File: config.mk
export PLATFORM = sky130hd
export DESIGN_NAME = cpu_ctrl_seq
export DESIGN_NICKNAME = d
export VERILOG_FILES = /design/src/rtl/cpu_ctrl_seq.sv
export SDC_FILE = /design/constraint.sdc
export NUM_CORES = 1
export LEC_CHECK = 0
export ABC_AREA = 1
export BUFFER_PORTS_ARGS = -buffer_cell sky130_fd_sc_hd__buf_2
export CAP_MARGIN = 10
export CORE_UTILIZATION = 48
export DETAILED_ROUTE_END_ITERATION = 16
export MAX_ROUTING_LAYER = met4
export PLACE_DENSITY = 0.84
export SYNTH_ARGS = -nofsm -noshare
export SYNTH_HDL_FRONTEND = slang
export SYNTH_SLANG_ARGS = --single-unit
File: constraint.sdc
create_clock -name clk -period 1.6 [get_ports clk]
set_input_delay 0.32 -clock clk [delete_from_list [all_inputs] [get_ports clk]]
set_output_delay 0.32 -clock clk [all_outputs]
set_load 0.01 [all_outputs]
File: src/rtl/cpu_ctrl_seq.sv
// Instruction sequencer / control unit for the ALU datapath: FETCH, DECODE, EXECUTE per instruction.
// Optional single-step mode (step input, PAUSE state) is enabled by defining SINGLE_STEP_EN.
module cpu_ctrl_seq #(
    parameter logic [3:0] RESET_PC = 4'h0
) (
    input  logic       clk,
    input  logic       rstn,
    input  logic       start,
`ifdef SINGLE_STEP_EN
    input  logic       step,
`endif
    output logic [3:0] mem_addr,
    output logic       mem_rd,
    input  logic [7:0] mem_rdata,
    input  logic       CF_in,
    input  logic       ZF_in,
    output logic [2:0] f,
    output logic       write_cz,
    output logic       ld_a,
    output logic       ld_b,
    output logic       imm_sel,
    output logic [3:0] imm,
    output logic       out_en,
    output logic       busy,
    output logic       halted
);

    typedef enum logic [2:0] {
        StIdle,
        StFetch,
        StDecode,
        StExecute,
        StHalt,
        StPause
    } state_e;

    typedef enum logic [3:0] {
        OpNop  = 4'h0,
        OpLdi  = 4'h1,
        OpMovb = 4'h2,
        OpInca = 4'h3,
        OpIncb = 4'h4,
        OpAdd  = 4'h5,
        OpSub  = 4'h6,
        OpAnd  = 4'h7,
        OpOr   = 4'h8,
        OpJmp  = 4'h9,
        OpJc   = 4'hA,
        OpJz   = 4'hB,
        OpJnz  = 4'hC,
        OpOut  = 4'hD,
        OpRsvd = 4'hE,
        OpHlt  = 4'hF
    } opcode_e;

    state_e     state_q, state_d;
    logic [3:0] pc_q, pc_d;
    logic [7:0] ir_q, ir_d;

    opcode_e    opcode;
    logic [2:0] dec_f;
    logic       dec_write_cz;
    logic       dec_ld_a;
    logic       dec_ld_b;
    logic       dec_imm_sel;
    logic       dec_out_en;
    logic       dec_jump;
    logic       dec_halt;

    assign opcode = opcode_e'(ir_q[7:4]);

    // Pure instruction decode; only takes effect while in EXECUTE.
    always_comb begin
        dec_f        = 3'b000;
        dec_write_cz = 1'b0;
        dec_ld_a     = 1'b0;
        dec_ld_b     = 1'b0;
        dec_imm_sel  = 1'b0;
        dec_out_en   = 1'b0;
        dec_jump     = 1'b0;
        dec_halt     = 1'b0;
        unique case (opcode)
            OpNop: ;
            OpLdi: begin
                dec_f        = 3'b001;
                dec_imm_sel  = 1'b1;
                dec_ld_a     = 1'b1;
                dec_write_cz = 1'b1;
            end
            OpMovb: begin
                dec_f    = 3'b000;
                dec_ld_b = 1'b1;
            end
            OpInca: begin
                dec_f        = 3'b010;
                dec_ld_a     = 1'b1;
                dec_write_cz = 1'b1;
            end
            OpIncb: begin
                dec_f        = 3'b011;
                dec_ld_b     = 1'b1;
                dec_write_cz = 1'b1;
            end
            OpAdd: begin
                dec_f        = 3'b100;
                dec_ld_a     = 1'b1;
                dec_write_cz = 1'b1;
            end
            OpSub: begin
                dec_f        = 3'b101;
                dec_ld_a     = 1'b1;
                dec_write_cz = 1'b1;
            end
            OpAnd: begin
                dec_f        = 3'b110;
                dec_ld_a     = 1'b1;
                dec_write_cz = 1'b1;
            end
            OpOr: begin
                dec_f        = 3'b111;
                dec_ld_a     = 1'b1;
                dec_write_cz = 1'b1;
            end
            OpJmp:  dec_jump = 1'b1;
            OpJc:   dec_jump = CF_in;
            OpJz:   dec_jump = ZF_in;
            OpJnz:  dec_jump = ~ZF_in;
            OpOut:  dec_out_en = 1'b1;
            OpRsvd: ;
            OpHlt:  dec_halt = 1'b1;
            default: ;
        endcase
    end

    always_comb begin
        state_d  = state_q;
        pc_d     = pc_q;
        ir_d     = ir_q;
        mem_addr = pc_q;
        imm      = ir_q[3:0];
        mem_rd   = 1'b0;
        f        = 3'b000;
        write_cz = 1'b0;
        ld_a     = 1'b0;
        ld_b     = 1'b0;
        imm_sel  = 1'b0;
        out_en   = 1'b0;
        busy     = 1'b0;
        halted   = 1'b0;
        unique case (state_q)
            StIdle: begin
                if (start) begin
                    state_d = StFetch;
                end
            end
            StFetch: begin
                busy    = 1'b1;
                mem_rd  = 1'b1;
                state_d = StDecode;
            end
            StDecode: begin
                busy    = 1'b1;
                ir_d    = mem_rdata;
                pc_d    = pc_q + 4'd1;
                state_d = StExecute;
            end
            StExecute: begin
                busy     = 1'b1;
                f        = dec_f;
                write_cz = dec_write_cz;
                ld_a     = dec_ld_a;
                ld_b     = dec_ld_b;
                imm_sel  = dec_imm_sel;
                out_en   = dec_out_en;
                // A taken jump replaces the increment done in DECODE.
                if (dec_jump) begin
                    pc_d = ir_q[3:0];
                end
                if (dec_halt) begin
                    state_d = StHalt;
                end else begin
`ifdef SINGLE_STEP_EN
                    state_d = StPause;
`else
                    state_d = StFetch;
`endif
                end
            end
            StHalt: begin
                halted = 1'b1;
            end
`ifdef SINGLE_STEP_EN
            StPause: begin
                if (step) begin
                    state_d = StFetch;
                end
            end
`endif
            default: begin
                state_d = StIdle;
            end
        endcase
    end

    always_ff @(posedge clk or negedge rstn) begin
        if (!rstn) begin
            state_q <= StIdle;
            pc_q    <= RESET_PC;
            ir_q    <= 8'h00;
        end else begin
            state_q <= state_d;
            pc_q    <= pc_d;
            ir_q    <= ir_d;
        end
    end

endmodule

==> flow_metrics.py <==
metrics = {
    "outcome": {
        "status": "finished, violations left",
        "failed_checks": "setup timing",
    },
    "logic_synthesis": {
        "synth_top_area_share_pct": 40.11,
        "synthFlopType": "sky130_fd_sc_hd__dfrtp_1",
        "synth_simple_gate_area_share_pct": 31.82,
        "yosysTopAreaCell": "sky130_fd_sc_hd__dfrtp_1",
        "postSynthCellCount": 125,
        "synth-seq-cells": 15,
        "yosysMostFrequentCell": "sky130_fd_sc_hd__nand2_1",
        "number_of_enable_flip_flop_cells_after_synthesis": 0,
        "synth.mux.area_fraction_pct": 3.610,
        "synth.top_cells.by_area": "sky130_fd_sc_hd__dfrtp_1 40%, sky130_fd_sc_hd__nand2_1 13%, sky130_fd_sc_hd__nor2_1 6.4%",
        "synth_top_family_by_area": "simple AND/OR/NAND/NOR gates",
        "ys_types": 21,
        "syn_area_um2": 935.9,
        "ys_seq_area_share_pct": 40.11,
        "synth_compound_gate_area_share_pct": 10.96,
        "synth.cells.most_frequent": "33 x sky130_fd_sc_hd__nand2_1, 16 x sky130_fd_sc_hd__nor2_1, 15 x sky130_fd_sc_hd__dfrtp_1, 12 x sky130_fd_sc_hd__inv_1, 10 x sky130_fd_sc_hd__a21oi_1",
        "synth_fa_ha_area_share_pct": 1.337,
        "synth_nets": 139,
        "async_reset_ff_share_pct": 100.0,
        "synthXorXnorAreaFrac_pct": 0.9358,
        "yosysWarningCount": 0,
        "syn_area_per_cell_um2": 7.487,
    },
    "power_and_ir_drop": {
        "vdd_ir_drop_max_mv": 1.130,
        "total_power_w": 0.002627,
        "share_seq_of_total_power_pct": 28.5,
        "p_leak_nw": 0.6640,
        "clock_share_of_power_pct": 8.3,
        "p_sw_share_pct": 48.25,
        "internal-power_w": 0.001359,
        "p_switching_w": 0.001267,
        "share_comb_of_total_power_pct": 63.2,
        "powerDensity_nw_per_um2": 2076,
    },
    "setup_path": {
        "critical_path_arrival_ns": 1.40,
        "cpPeakStageDelay_ns": 0.43,
        "critical_path.startpoint_type": "flip-flop",
        "worst_path_max_delay_cell": "sky130_fd_sc_hd__dfrtp_1",
        "worstSetupPathType": "reg -> out",
        "critical_path.endpoint_type": "primary output",
        "ordered_cell_list_for_the_critical_path": "nor2_4, buf_4, nand2_1, o211ai_1, buf_2",
        "cp_data_required_time_ns": 1.28,
        "cp_max_fo": 3,
    },
    "global_routing": {
        "antenna_found_initial": 0,
        "first_global_vias": 819,
        "first_pass_grt_wire_length_um": 3325,
        "grt_start_max_net_pins": 16,
        "overflow": 0,
        "grt_util_all_layers_pct": 23.21,
    },
    "sta": {
        "clock-skew-final_ns": 0.006207,
        "achievable-frequency_mhz": 580.8,
        "worst_hold_slack_ns": 0.2603,
        "fin_ws_ns": -0.1219,
        "post-route-period-util_pct": 107.6,
        "finalMaxSlewViolations": 0,
        "rsz0062_at_grt": "true",
        "fin_tns_setup_ns": -0.5298,
        "final-hold-violation-count": 0,
        "period_minus_slack_ns": 1.722,
        "setup_viol": 8,
        "timing.slew.headroom_pct": 77.77,
        "worst-slew-pin-transition_ns": 0.3334,
    },
    "floorplanning": {
        "pin_count": 32,
        "die-height_um": 46.16,
        "die_area_um2": 2130,
        "die_x_um": 46.16,
        "core_region_area_um2": 1783,
        "start_util_pct": 52.49,
        "num_rows": 15,
    },
    "flow_run": {
        "max-cap-violations": 0,
    },
    "placed_design": {
        "place.gp.congestion": 0.8979,
        "place.detailed.instances": 179,
        "preCtsSetupSlack_ns": 0.1470,
        "io_buffer_count": 31,
        "dpl.hpwl_um": 1576,
    },
    "cts": {
        "cts_root_buf": "sky130_fd_sc_hd__clkbuf_4",
        "clk-insertion-delay-late_ns": 0.29,
        "tritoncts.num_buffers": 3,
        "tritoncts": "built",
        "clk_path_buf_depth": 2,
        "clock-sinks": 15,
        "clkTransAtPathRegs_ns": 0.09,
        "htree_levels": 1,
    },
    "detailed_routing": {
        "ant_nets": 0,
        "remaining_drc_errors": 0,
        "detail_route.first_pass.iterations": 4,
        "route.detailed.wl_per_inst_um": 12.04,
        "initialDrtViolationCount": 24,
        "vias_per_cell": 5.150,
        "routed_wl_um": 2323,
        "num_vias": 994,
    },
    "hold_path": {
        "min-delay-path-class": "in -> reg",
    },
    "final_layout": {
        "ratio_of_cells_with_drive_above_1_in_the_final_layout_pct": 45.24,
        "n_antenna_cell": 0,
        "syn_to_final_growth_pct": 35.16,
        "final_net_count": 183,
        "instances_no_fill": 193,
    },
}
sequential cells by signal, summed over array words and instances (netlist names):
signal	count
state_q	3
ir_q	8
mem_addr	4
power groups by stage:
stage	Combinational, W	Sequential, W	Clock, W
3_5_place_dp	0.00133	0.000736	0
2_1_floorplan	0.000999	0.000731	0
6_report	0.00166	0.000747	0.000219
4_1_cts	0.00154	0.000725	0.000222
5_1_grt	0.00180	0.000765	0.000240
3_3_place_gp	0.00129	0.000721	0
kinds of logic after synthesis:
| group | Yosys count |
|---|---|
| adders and majority gates | 1 |
| and+or+nand+nor | 65 |
| AOI/OAI and AO/OA | 20 |
| muxes | 3 |
| DFF | 15 |
| xor gates and xnor gates | 1 |
| buffers and inverters | 20 |
critical path, delay by kind of cell, from the launching register on:
kind | cells | cell delay (ns)
compound gates | 1 | 0.16
buf+inv | 2 | 0.29
flops | 1 | 0.43
simple gates | 2 | 0.23
per-stage QoR:
step | instance area [µm²] | utilization (%)
floorplan | 935.9 | -
global placement | 1100 | 61.68
detailed placement | 1100 | 61.68
CTS | 1225 | 68.70
global route | 1265 | 70.95
finish | 1265 | 70.95
layout by cell type, fill, tap and decap left out, types with 2 or more instances in the layout:
master                     count
sky130_fd_sc_hd__nand2_2       7
sky130_fd_sc_hd__nor2_4        2
sky130_fd_sc_hd__nand3_1       7
sky130_fd_sc_hd__nor2_1       12
sky130_fd_sc_hd__dfrtp_1      13
sky130_fd_sc_hd__a21oi_1       9
sky130_fd_sc_hd__inv_2         6
sky130_fd_sc_hd__dfrtp_2       2
sky130_fd_sc_hd__buf_6         2
sky130_fd_sc_hd__buf_2        31
sky130_fd_sc_hd__nand2_1      29
sky130_fd_sc_hd__buf_4        11
sky130_fd_sc_hd__clkbuf_4      3
sky130_fd_sc_hd__mux2_2        3
sky130_fd_sc_hd__o21ai_0       7
sky130_fd_sc_hd__nor2_2        2
sky130_fd_sc_hd__inv_1         7
layer usage:
layer	share of wire (%)	vias to the layer above	routed length (µm)	global-route usage, %
met4	1.9	0	44	16.47
met2	51	36	1182	37.75
met1	43	466	991	25.18
li1	-	486	-	-
met5	0	-	0	-
met3	4.5	6	104	4.314
cell type report:
class                      instances  area [µm²]
clock buffer                       4       26.28
timing repair buffer              45       270.3
fill                             139       518.0
inverter                          14       55.05
tap                               25       31.28
multi-input combinational         90       504.2
sequential                        15       377.9
path summary, 6_finish.rpt:
kind | from | to | slack (ns) | cells past startpoint
worst min-delay path | mem_rdata[0] | ir_q[0] | 0.26 | 2
max in group asynchronous | rstn | ir_q[7] | 0.87 | 2
min in group asynchronous | rstn | state_q[0] | 0.46 | 2
worst max register to register | ir_q[4] | mem_addr[1] | 0.11 | 10
worst min register to register | mem_addr[3] | mem_addr[3] | 0.56 | 2
worst max-delay path | ir_q[4] | write_cz | -0.12 | 5
repair_timing:
| action | 4_1_cts | 5_1_grt |
|---|---|---|
| gates resized for setup | 13 | 12 |
| pin swaps | 8 | 3 |
| hold buffers | 1 | 0 |
| setup buffers | 8 | 1 |
| endpoints found under the setup margin | 9 | 10 |
| hold endpoints to repair | 15 | 0 |
No activity file was read; power rests on OpenSTA's default activity.
